--- config.mk ---
export PLATFORM = sky130hd
export DESIGN_NAME = eth_activity_monitor
export DESIGN_NICKNAME = d
export VERILOG_FILES = /design/src/rtl/eth_activity_monitor.sv
export SDC_FILE = /design/constraint.sdc
export NUM_CORES = 1
export LEC_CHECK = 0
export BUFFER_PORTS_ARGS = -buffer_cell sky130_fd_sc_hd__buf_2
export CAP_MARGIN = 20
export CORE_ASPECT_RATIO = 0.75
export CORE_MARGIN = 3
export CORE_UTILIZATION = 50
export DETAILED_ROUTE_END_ITERATION = 6
export PLACE_DENSITY = 0.75
export SYNTH_ARGS = -nofsm -noshare
export SYNTH_HDL_FRONTEND = slang
export SYNTH_SLANG_ARGS = --single-unit
--- constraint.sdc ---
create_clock -name clk -period 2.25 [get_ports clk]
set_input_delay 0.3375 -clock clk [delete_from_list [all_inputs] [get_ports clk]]
set_output_delay 0.3375 -clock clk [all_outputs]
set_load 0.01 [all_outputs]
--- src/rtl/eth_activity_monitor.sv ---
// Ethernet activity LED driver and saturating RX/TX packet counters.
// The block only watches the AXI-Stream handshakes; it never drives them.
module eth_activity_monitor #(
  parameter int unsigned FREQ_HZ = 250000000,
  parameter int unsigned ON_MS   = 50,
  parameter int unsigned OFF_MS  = 50
) (
  input  logic        clk,
  input  logic        reset,
  input  logic        link_status,
  input  logic        rx_tvalid,
  input  logic        rx_tready,
  input  logic        rx_tlast,
  input  logic        tx_tvalid,
  input  logic        tx_tready,
  input  logic        tx_tlast,
  input  logic        clear_counters,
  output logic        activity,
  output logic [31:0] rx_packets,
  output logic [31:0] tx_packets
);

  localparam int unsigned CYC_MS = FREQ_HZ / 1000;
  localparam int unsigned PRE_W  = (CYC_MS > 1) ? $clog2(CYC_MS) : 1;
  localparam int unsigned MAX_MS = (ON_MS > OFF_MS) ? ON_MS : OFF_MS;
  localparam int unsigned MS_W   = $clog2(MAX_MS + 1);

  typedef enum logic [1:0] {IDLE, ON, OFF} state_t;

  state_t            state, state_d;
  logic              pending;
  logic [PRE_W-1:0]  pre;
  logic [MS_W-1:0]   ms_cnt;
  logic [31:0]       rx_cnt, tx_cnt;

  logic beat, ms_tick, on_done, off_done, entering;

  // One activity event per cycle, regardless of which stream(s) moved data.
  assign beat     = (rx_tvalid & rx_tready) | (tx_tvalid & tx_tready);
  assign ms_tick  = (pre == PRE_W'(CYC_MS - 1));
  assign on_done  = ms_tick && (ms_cnt == MS_W'(ON_MS - 1));
  assign off_done = ms_tick && (ms_cnt == MS_W'(OFF_MS - 1));
  assign entering = (state_d != state);

  // State register.
  always_ff @(posedge clk) begin
    if (reset) state <= IDLE;
    else       state <= state_d;
  end

  // Next-state logic; a dropped link overrides every other transition.
  always_comb begin
    state_d = state;
    case (state)
      IDLE:    if (beat)     state_d = ON;
      ON:      if (on_done)  state_d = OFF;
      OFF:     if (off_done) state_d = pending ? ON : IDLE;
      default:               state_d = IDLE;
    endcase
    if (!link_status) state_d = IDLE;
  end

  // LED follows the next state so it is a clean flop output equal to (state == ON).
  always_ff @(posedge clk) begin
    if (reset) activity <= 1'b0;
    else       activity <= (state_d == ON);
  end

  // Remember traffic seen during a blink so one more blink follows the dark time.
  // Clearing on entry wins over a beat in the same cycle.
  always_ff @(posedge clk) begin
    if (reset)                                             pending <= 1'b0;
    else if (entering && (state_d == ON || state_d == IDLE)) pending <= 1'b0;
    else if (!link_status)                                 pending <= 1'b0;
    else if (beat && state != IDLE)                        pending <= 1'b1;
  end

  // ms prescaler and ms counter; both restart on every state change and idle at 0.
  always_ff @(posedge clk) begin
    if (reset || entering || state == IDLE) begin
      pre    <= '0;
      ms_cnt <= '0;
    end else if (ms_tick) begin
      pre    <= '0;
      ms_cnt <= ms_cnt + MS_W'(1);
    end else begin
      pre    <= pre + PRE_W'(1);
    end
  end

  // RX packet counter: clear beats increment, saturates at all ones.
  always_ff @(posedge clk) begin
    if (reset || clear_counters)                              rx_cnt <= '0;
    else if (rx_tvalid && rx_tready && rx_tlast && rx_cnt != '1) rx_cnt <= rx_cnt + 32'd1;
  end

  // TX packet counter, same rules as RX.
  always_ff @(posedge clk) begin
    if (reset || clear_counters)                              tx_cnt <= '0;
    else if (tx_tvalid && tx_tready && tx_tlast && tx_cnt != '1) tx_cnt <= tx_cnt + 32'd1;
  end

  assign rx_packets = rx_cnt;
  assign tx_packets = tx_cnt;

endmodule
==> results of run 1 <==
metal layers:
| metal | global-route usage (%) | share of wire [%] |
|---|---|---|
| met1 | 32.19 | 46 |
| met3 | 6.015 | 6.4 |
| met2 | 37.13 | 46 |
| met4 | 7.060 | 1.1 |
| met5 | 0 | 0 |
cell families after synthesis:
group	after synthesis	synth area share (%)
AO/OA/AOI/OAI	121	15.52
XOR/XNOR	26	5.025
adder cells (fa/ha/maj)	5	1.380
buffers and inverters	29	2.568
flip-flops	92	40.64
multiplexers	5	1.104
AND/OR/NAND/NOR	276	33.77
worst reg2reg max path, delay by kind of cell, from the launching register on:
family	cells	cell delay [ps]
AO/OA/AOI/OAI	1	140
AND/OR/NAND/NOR	4	1230
flip-flops	1	430
adder cells (fa/ha/maj)	1	220
power groups by stage:
| stage | registers, mW | clock network [mW] | logic [mW] |
|---|---|---|---|
| after CTS | 1.63 | 1.88 | 0.0775 |
| after floorplan | 1.67 | 0 | 0.0410 |
| after detailed placement | 1.67 | 0 | 0.0771 |
| final | 1.63 | 1.85 | 0.0786 |
| after global placement | 1.67 | 0 | 0.0751 |
| after global routing | 1.63 | 1.96 | 0.0871 |
registers in the layout, indices dropped and copies added, names as in the netlist:
signal,count
activity,1
tx_packets,32
pending,1
ms_cnt,6
rx_packets,32
pre,18
state,2
synth_stat cells, types with 2 or more instances:
cell / n
sky130_fd_sc_hd__o311ai_0: 3
sky130_fd_sc_hd__o41ai_1: 2
sky130_fd_sc_hd__dfxtp_1: 92
sky130_fd_sc_hd__nand4_1: 33
sky130_fd_sc_hd__or2_2: 4
sky130_fd_sc_hd__nor3_1: 9
sky130_fd_sc_hd__or4_1: 12
sky130_fd_sc_hd__o211ai_1: 3
sky130_fd_sc_hd__nand2b_1: 2
sky130_fd_sc_hd__nor4_1: 10
sky130_fd_sc_hd__nand3_1: 37
sky130_fd_sc_hd__xnor2_1: 15
sky130_fd_sc_hd__buf_2: 6
sky130_fd_sc_hd__nor2_1: 48
sky130_fd_sc_hd__o31ai_2: 2
sky130_fd_sc_hd__clkbuf_1: 12
sky130_fd_sc_hd__a31oi_1: 5
sky130_fd_sc_hd__a21oi_1: 51
sky130_fd_sc_hd__o21ai_0: 38
sky130_fd_sc_hd__inv_1: 11
sky130_fd_sc_hd__nand2_1: 44
sky130_fd_sc_hd__and4_1: 6
sky130_fd_sc_hd__and3_1: 13
sky130_fd_sc_hd__ha_1: 5
sky130_fd_sc_hd__and2_1: 3
sky130_fd_sc_hd__nor4b_1: 3
sky130_fd_sc_hd__xor2_1: 11
sky130_fd_sc_hd__mux2i_1: 5
sky130_fd_sc_hd__nor2b_1: 2
sky130_fd_sc_hd__or3_1: 39
sky130_fd_sc_hd__o31ai_1: 11
per-stage QoR:
stage / total power, mW / worst slack (ps) / utilization, % / area (sq um)
5_1_grt: 3.679 / 2.139 / 64.65 / 5583
4_1_cts: 3.596 / 86.64 / 64.49 / 5569
3_5_place_dp: 1.749 / 88.57 / 60.24 / 5202
6_report: 3.559 / 171.2 / 64.65 / 5583
2_1_floorplan: 1.713 / 186.9 / - / 4532
3_3_place_gp: 1.746 / 195.2 / 60.24 / 5202
cell type report:
class	count	area, sq um	area share, %
Inverter	11	41.29	0.7396
Sequential cell	92	1842	32.99
Tap cell	108	135.1	2.420
Clock inverter	4	120.1	2.151
Multi-Input combinational cell	433	2587	46.35
Timing Repair Buffer	106	610.6	10.94
Clock buffer	12	246.5	4.415
final timing paths:
kind	start	slack (ps)	cells after the start	to
max	tx_packets[0]	170	6	tx_packets[28]
min	link_status	350	3	state[1]
max reg2reg	tx_packets[0]	170	6	tx_packets[28]
min reg2reg	pre[0]	480	1	pre[0]
what timing repair did:
item                                    in CTS  in global routing
gates resized for setup                      0                  3
endpoints found under the setup margin       0                  8
buffers inserted                             0                  0
==> impl_results.rst, run 1 <==
.. list-table::
   :header-rows: 1

   * - Metric
     - Value
   * - Area of the mapped netlist
     - 4532 sq um
   * - Cell internal power dissipation
     - about 2.9 mW
   * - Clock Tree Root
     - sky130_fd_sc_hd__clkbuf_16
   * - Power density over the cells
     - ~640 nW/um^2
   * - Die Wd
     - 115.9 um
   * - Routed wire per std cell
     - ~16 um
   * - I/O pin cnt
     - between 70 and 80
   * - Fraction of the yosys area taken by sequential cells
     - between 40% and 50%
   * - Std-Cell Core Area
     - between 8000 and 9000 sq um
   * - Total length of routed wires
     - approximately 12000 um
   * - Worst path cell trace
     - ha_1 > and3_1 > nand2_1 > or4b_1 > or3_1 > a21oi_1
   * - Maximum Capacitance Violations
     - 0
   * - Count of endpoints failing setup in the final report
     - 0
   * - Final sum of negative setup slack
     - 0 ps
   * - Leading cell type in the layout, fill and taps excluded
     - sky130_fd_sc_hd__dfxtp_1
   * - Post-layout min period
     - roughly 2100 ps
   * - FMAX
     - slightly below 0.5 GHz
   * - Slew HR
     - roughly 64%
   * - Post-route clock skew
     - 7.086 ps
   * - Total net switching power
     - 672.1 uW
   * - Global-route usage over all layers
     - about a quarter
   * - Initial core utilization
     - between 50% and 60%
   * - Proportion of power drawn by flip-flops and latches
     - between 40% and 50%
   * - CTS hold repair buffers
     - 0
   * - Worst hold slack
     - 354.2 ps
   * - Via count of the routed design
     - roughly 4600
   * - Number of global-route vias before repair
     - 4100
   * - Crit path kind
     - reg2reg
   * - Synth Warn #
     - 0
   * - Count of buffer and inverter cells on the critical path
     - 0
   * - Max Transition Viols Final
     - 0
   * - Layout filler cell count
     - 730
   * - Antenna violation net count after detailed routing
     - 0
   * - Largest stage delay on the critical path
     - approximately 580 ps
   * - Number of antenna diodes
     - 0
   * - Switching power as a share of total power
     - 18.88%
   * - Actual transition at the worst max-transition pin
     - roughly 540 ps
   * - Combinational power share
     - under 10%
   * - Nature of the critical path startpoint
     - flip-flop
   * - Hold violation count in the final report
     - 0
   * - CTS buffer count
     - 9
   * - # DRC
     - 0
   * - Static leakage
     - roughly 2.1 nW
   * - Post-layout instance count excluding filler cells
     - ~770
   * - Largest net degree at the start of global routing
     - 27
   * - Post-synth top area share
     - 40.64%
   * - Number of I/O port buffers
     - 74
   * - Vertical die dimension
     - slightly below 90 um
   * - Leading post-synthesis cells by cell area
     - sky130_fd_sc_hd__dfxtp_1 41%, sky130_fd_sc_hd__a21oi_1 5.6%, sky130_fd_sc_hd__or3_1 5.4%
   * - Total nets after synthesis
     - ~570
   * - Final #Nets
     - 668
   * - Count of H-tree levels built during CTS
     - 3
   * - Via density per instance
     - slightly above 6
   * - Largest buffer count on any clock path
     - 2
   * - Number of synthesized register bits
     - 92
   * - Placer congestion estimate
     - about 0.92
   * - Number of sinks on the clock net
     - between 90 and 100
   * - Final period util
     - between 90 and 100%
   * - Element type at the critical path end
     - flip-flop
   * - Leading cell types in the layout, fill and taps excluded
     - 92 x sky130_fd_sc_hd__dfxtp_1, 74 x sky130_fd_sc_hd__buf_2, 51 x sky130_fd_sc_hd__a21oi_1
   * - Clock network power share
     - 51.9%
   * - Layout area overhead
     - 23.19%
   * - Async set or reset register ratio after synthesis
     - 0%
   * - Number of placement rows
     - 29
   * - Total global routing overflow
     - 0
   * - Run status
     - finished, final reports clean
   * - Hold Path Class
     - in2reg
   * - Proportion of layout cells with a drive suffix above 1
     - a little over a fifth
   * - Post-synth top flop
     - sky130_fd_sc_hd__dfxtp_1
   * - Largest area contributor in the netlist
     - sky130_fd_sc_hd__dfxtp_1
   * - Clock tree from TritonCTS
     - yes
   * - Latest clock arrival within the worst-skew pair
     - around 340 ps
   * - Overall die area
     - around 10000 sq um
   * - Maximum fanout encountered on the critical timing path
     - 7
   * - Count of distinct cell types in the synthesized netlist
     - between 40 and 50
   * - Reg clk slew, reported paths
     - ~60 ps
   * - Antenna violations before repair
     - 0
   * - Max VDD drop
     - about 460 uV
   * - # placed instances
     - 750
   * - Count of routing violations after the opening detailed-route iteration
     - roughly 400
   * - Mean instance size in the synthesized netlist
     - a little over 8 sq um
   * - EDFF count, synth
     - 0
   * - Setup repair after global routing missed its margin
     - no
   * - Critical-path top delay cell
     - sky130_fd_sc_hd__or4b_1
   * - Kind of cell adding the most delay to the critical path
     - simple AND/OR/NAND/NOR gates
   * - Total iterations of the first detailed-routing run
     - 5
   * - Required time of the critical path
     - 2520 ps
   * - Final HPWL DP
     - between 8000 and 9000 um
   * - First-pass GRT wire length
     - 19480 um
   * - Instance count of the mapped netlist
     - roughly 550
   * - Data arrival time of the worst path
     - between 2000 and 2500 ps
Power figures use the tool's default switching activity.
==> run 2: changes to the inputs <==
==> constraint.sdc (replaced) <==
create_clock -name clk -period 2.25 [get_ports clk]
set_input_delay 0.225 -clock clk [delete_from_list [all_inputs] [get_ports clk]]
set_output_delay 0.225 -clock clk [all_outputs]
set_load 0.01 [all_outputs]
==> run 2 against run 1 <==
Count of clock-buffer cells in the layout down 1. Sequential share of layout area up 0.28 points. Register-to-register slack worse by 20 ps. Sequential power about the same. Via count up 0.11%. Highest routed layer unchanged. Critical path depth down 1. Combinational power about the same. Utilization down 0.55 points. Maximum frequency down 0.84%. First-iteration DRC count up 6.5%.
==> impl_results.rst, run 2 (synthesis gave the netlist of run 1 again) <==
.. list-table::
   :header-rows: 1

   * - Metric
     - Value
   * - Layout area overhead
     - 22.14% (was 23.19%)
   * - Clock tree from TritonCTS
     - yes (unchanged)
   * - Number of placement rows
     - 29 (unchanged)
   * - Total length of routed wires
     - 12040 um (was 12000 um)
   * - CTS buffer count
     - 9 (unchanged)
   * - Hold Path Class
     - in2reg (unchanged)
   * - I/O pin cnt
     - 75 (unchanged)
   * - Required time of the critical path
     - 2530 ps (was 2520 ps)
   * - Routed wire per std cell
     - 15.76 um (was 15.66 um)
   * - Latest clock arrival within the worst-skew pair
     - 350 ps (was 340 ps)
   * - Switching power as a share of total power
     - 21.63% (was 18.88%)
   * - Max Transition Viols Final
     - 0 (unchanged)
   * - Count of endpoints failing setup in the final report
     - 0 (unchanged)
   * - Leading cell types in the layout, fill and taps excluded
     - 92 x sky130_fd_sc_hd__dfxtp_1, 74 x sky130_fd_sc_hd__buf_2, 51 x sky130_fd_sc_hd__a21oi_1 (unchanged)
   * - Layout filler cell count
     - 754 (was 730)
   * - Run status
     - finished, final reports clean (unchanged)
   * - Nature of the critical path startpoint
     - flip-flop (unchanged)
   * - Maximum fanout encountered on the critical timing path
     - 7 (unchanged)
   * - Combinational power share
     - 2.4% (was 2.2%)
   * - Via count of the routed design
     - 4639 (was 4634)
   * - Via density per instance
     - 6.072 (was 6.050)
   * - Max VDD drop
     - 474.8 uV (was 456.4 uV)
   * - Count of H-tree levels built during CTS
     - 3 (unchanged)
   * - Element type at the critical path end
     - flip-flop (unchanged)
   * - Placed cell areas
     - 5187 sq um (was 5202 sq um)
   * - First-pass GRT wire length
     - 19120 um (was 19480 um)
   * - Maximum Capacitance Violations
     - 0 (unchanged)
   * - Final sum of negative setup slack
     - 0 ps (unchanged)
   * - Clock Tree Root
     - sky130_fd_sc_hd__clkbuf_16 (unchanged)
   * - FMAX
     - 0.4770 GHz (was 0.4811 GHz)
   * - Cell area after layout
     - 5535 sq um (was 5583 sq um)
   * - Final Util
     - 64.10% (was 64.65%)
   * - Number of antenna diodes
     - 0 (unchanged)
   * - Worst hold slack
     - 218.4 ps (was 354.2 ps)
   * - Hold Path Stages
     - 3 (unchanged)
   * - Power density over the cells
     - 595.0 nW/um^2 (was 637.5 nW/um^2)
   * - # placed instances
     - 748 (was 750)
   * - Initial core utilization
     - 52.48% (unchanged)
   * - Final #Nets
     - 666 (was 668)
   * - Total iterations of the first detailed-routing run
     - 5 (unchanged)
   * - Post-route clock skew
     - 8.097 ps (was 7.086 ps)
   * - Number of I/O port buffers
     - 74 (unchanged)
   * - Reg2reg start
     - tx_packets[9] (was tx_packets[0])
   * - Worst-case register-to-register setup slack
     - 150 ps (was 170 ps)
   * - Total global routing overflow
     - 0 (unchanged)
   * - Final worst-path setup slack
     - 153.6 ps (was 171.2 ps)
   * - Reg-to-Reg End
     - tx_packets[28] (unchanged)
   * - Clock network power share
     - 48.0% (was 51.9%)
   * - Vertical die dimension
     - 88.45 um (unchanged)
   * - Area used by sequential logic in the layout
     - 1842 sq um (unchanged)
   * - Post-layout min period
     - 2096 ps (was 2079 ps)
   * - Slew HR
     - 67.93% (was 64.20%)
   * - Largest buffer count on any clock path
     - 2 (unchanged)
   * - Proportion of layout cells with a drive suffix above 1
     - 21.34% (was 20.82%)
   * - Global-route usage over all layers
     - 23.08% (was 23.60%)
   * - Largest net degree at the start of global routing
     - 24 (was 27)
   * - Leading cell type in the layout, fill and taps excluded
     - sky130_fd_sc_hd__dfxtp_1 (unchanged)
   * - Footprint of the multi-input gates
     - 2610 sq um (was 2587 sq um)
   * - Number of global-route vias before repair
     - 4088 (was 4100)
   * - Static leakage
     - 2.032 nW (was 2.053 nW)
   * - Placer congestion estimate
     - 0.9405 (was 0.9231)
   * - Reg clk slew, reported paths
     - 70 ps (was 60 ps)
   * - Final HPWL DP
     - 8675 um (was 8809 um)
   * - # DRC
     - 0 (unchanged)
   * - Overall die area
     - 10250 sq um (unchanged)
   * - Crit path kind
     - reg2reg (unchanged)
   * - Hold violation count in the final report
     - 0 (unchanged)
   * - Die Wd
     - 115.9 um (unchanged)
   * - Cell internal power dissipation
     - 2.581 mW (was 2.887 mW)
   * - Post-layout instance count excluding filler cells
     - 764 (was 766)
   * - Std-Cell Core Area
     - 8636 sq um (unchanged)
   * - Hold EP
     - state[1] (unchanged)
   * - Number of sinks on the clock net
     - 92 (unchanged)
   * - Actual transition at the worst max-transition pin
     - 474.3 ps (was 537.0 ps)
   * - Count of routing violations after the opening detailed-route iteration
     - 424 (was 398)
   * - Antenna violations before repair
     - 0 (unchanged)
   * - Hold path start
     - link_status (unchanged)
   * - Final period util
     - 93.17% (was 92.39%)
   * - Total net switching power
     - 712.3 uW (was 672.1 uW)
   * - Overall power after layout
     - 3.293 mW (was 3.559 mW)
   * - Proportion of power drawn by flip-flops and latches
     - 49.6% (was 45.9%)
   * - Data arrival time of the worst path
     - 2380 ps (was 2350 ps)
   * - Worst-case reg-to-reg path depth
     - 5 (was 6)
   * - Worst slack at placement
     - 90.78 ps (was 88.57 ps)
   * - Antenna violation net count after detailed routing
     - 0 (unchanged)
[run 2: repair_timing]
item,CTS,global route
hold buffers,0,0
hold endpoints to repair,0,0
buffers inserted,0,0
resized for setup,0,7
setup endpoints to repair,0,18
[run 2: metal layers]
| layer | share of wire [%] | track usage, % | vias to the layer above |
|---|---|---|---|
| met2 | 46 | 37.08 | 150 |
| met3 | 7.1 | 6.152 | 12 |
| met1 | 46 | 30.82 | 2205 |
| met5 | 0 | 0 | - |
| li1 | - | - | 2272 |
| met4 | 0.73 | 6.639 | 0 |
[run 2: final cells by class]
class / instances / share of cell area (%)
Clock buffer: 11 / 4.566
Clock inverter: 5 / 1.062
Inverter: 11 / 0.7459
Multi-Input combinational cell: 433 / 47.15
Sequential cell: 92 / 33.27
Tap cell: 108 / 2.441
Timing Repair Buffer: 104 / 10.76
[run 2: worst max path at each step]
stage	slack [ps]	start	endpoint	depth (start not counted)
CTS	90	rx_packets[26]	rx_packets[16]	5
global placement	180	rx_packets[26]	rx_packets[16]	5
detailed placement	90	rx_packets[26]	rx_packets[16]	5
floorplan	190	rx_packets[0]	rx_packets[16]	6
finish	150	tx_packets[9]	tx_packets[28]	5
global route	-7	rx_packets[26]	rx_packets[17]	6
[run 2: worst max-delay path, stage by stage, from the launching register on]
cell	delay [ps]
sky130_fd_sc_hd__dfxtp_1	440
sky130_fd_sc_hd__nand4_4	170
sky130_fd_sc_hd__nor4_4	320
sky130_fd_sc_hd__or4b_1	580
sky130_fd_sc_hd__or3_1	380
sky130_fd_sc_hd__a21oi_1	130
[run 2: power by group through the flow]
stage	clock network (mW)	logic [mW]	registers (mW)
2_1_floorplan	0	0.0410	1.67
3_3_place_gp	0	0.0748	1.67
3_5_place_dp	0	0.0768	1.67
4_1_cts	1.60	0.0773	1.63
5_1_grt	1.67	0.0866	1.63
6_report	1.58	0.0785	1.63
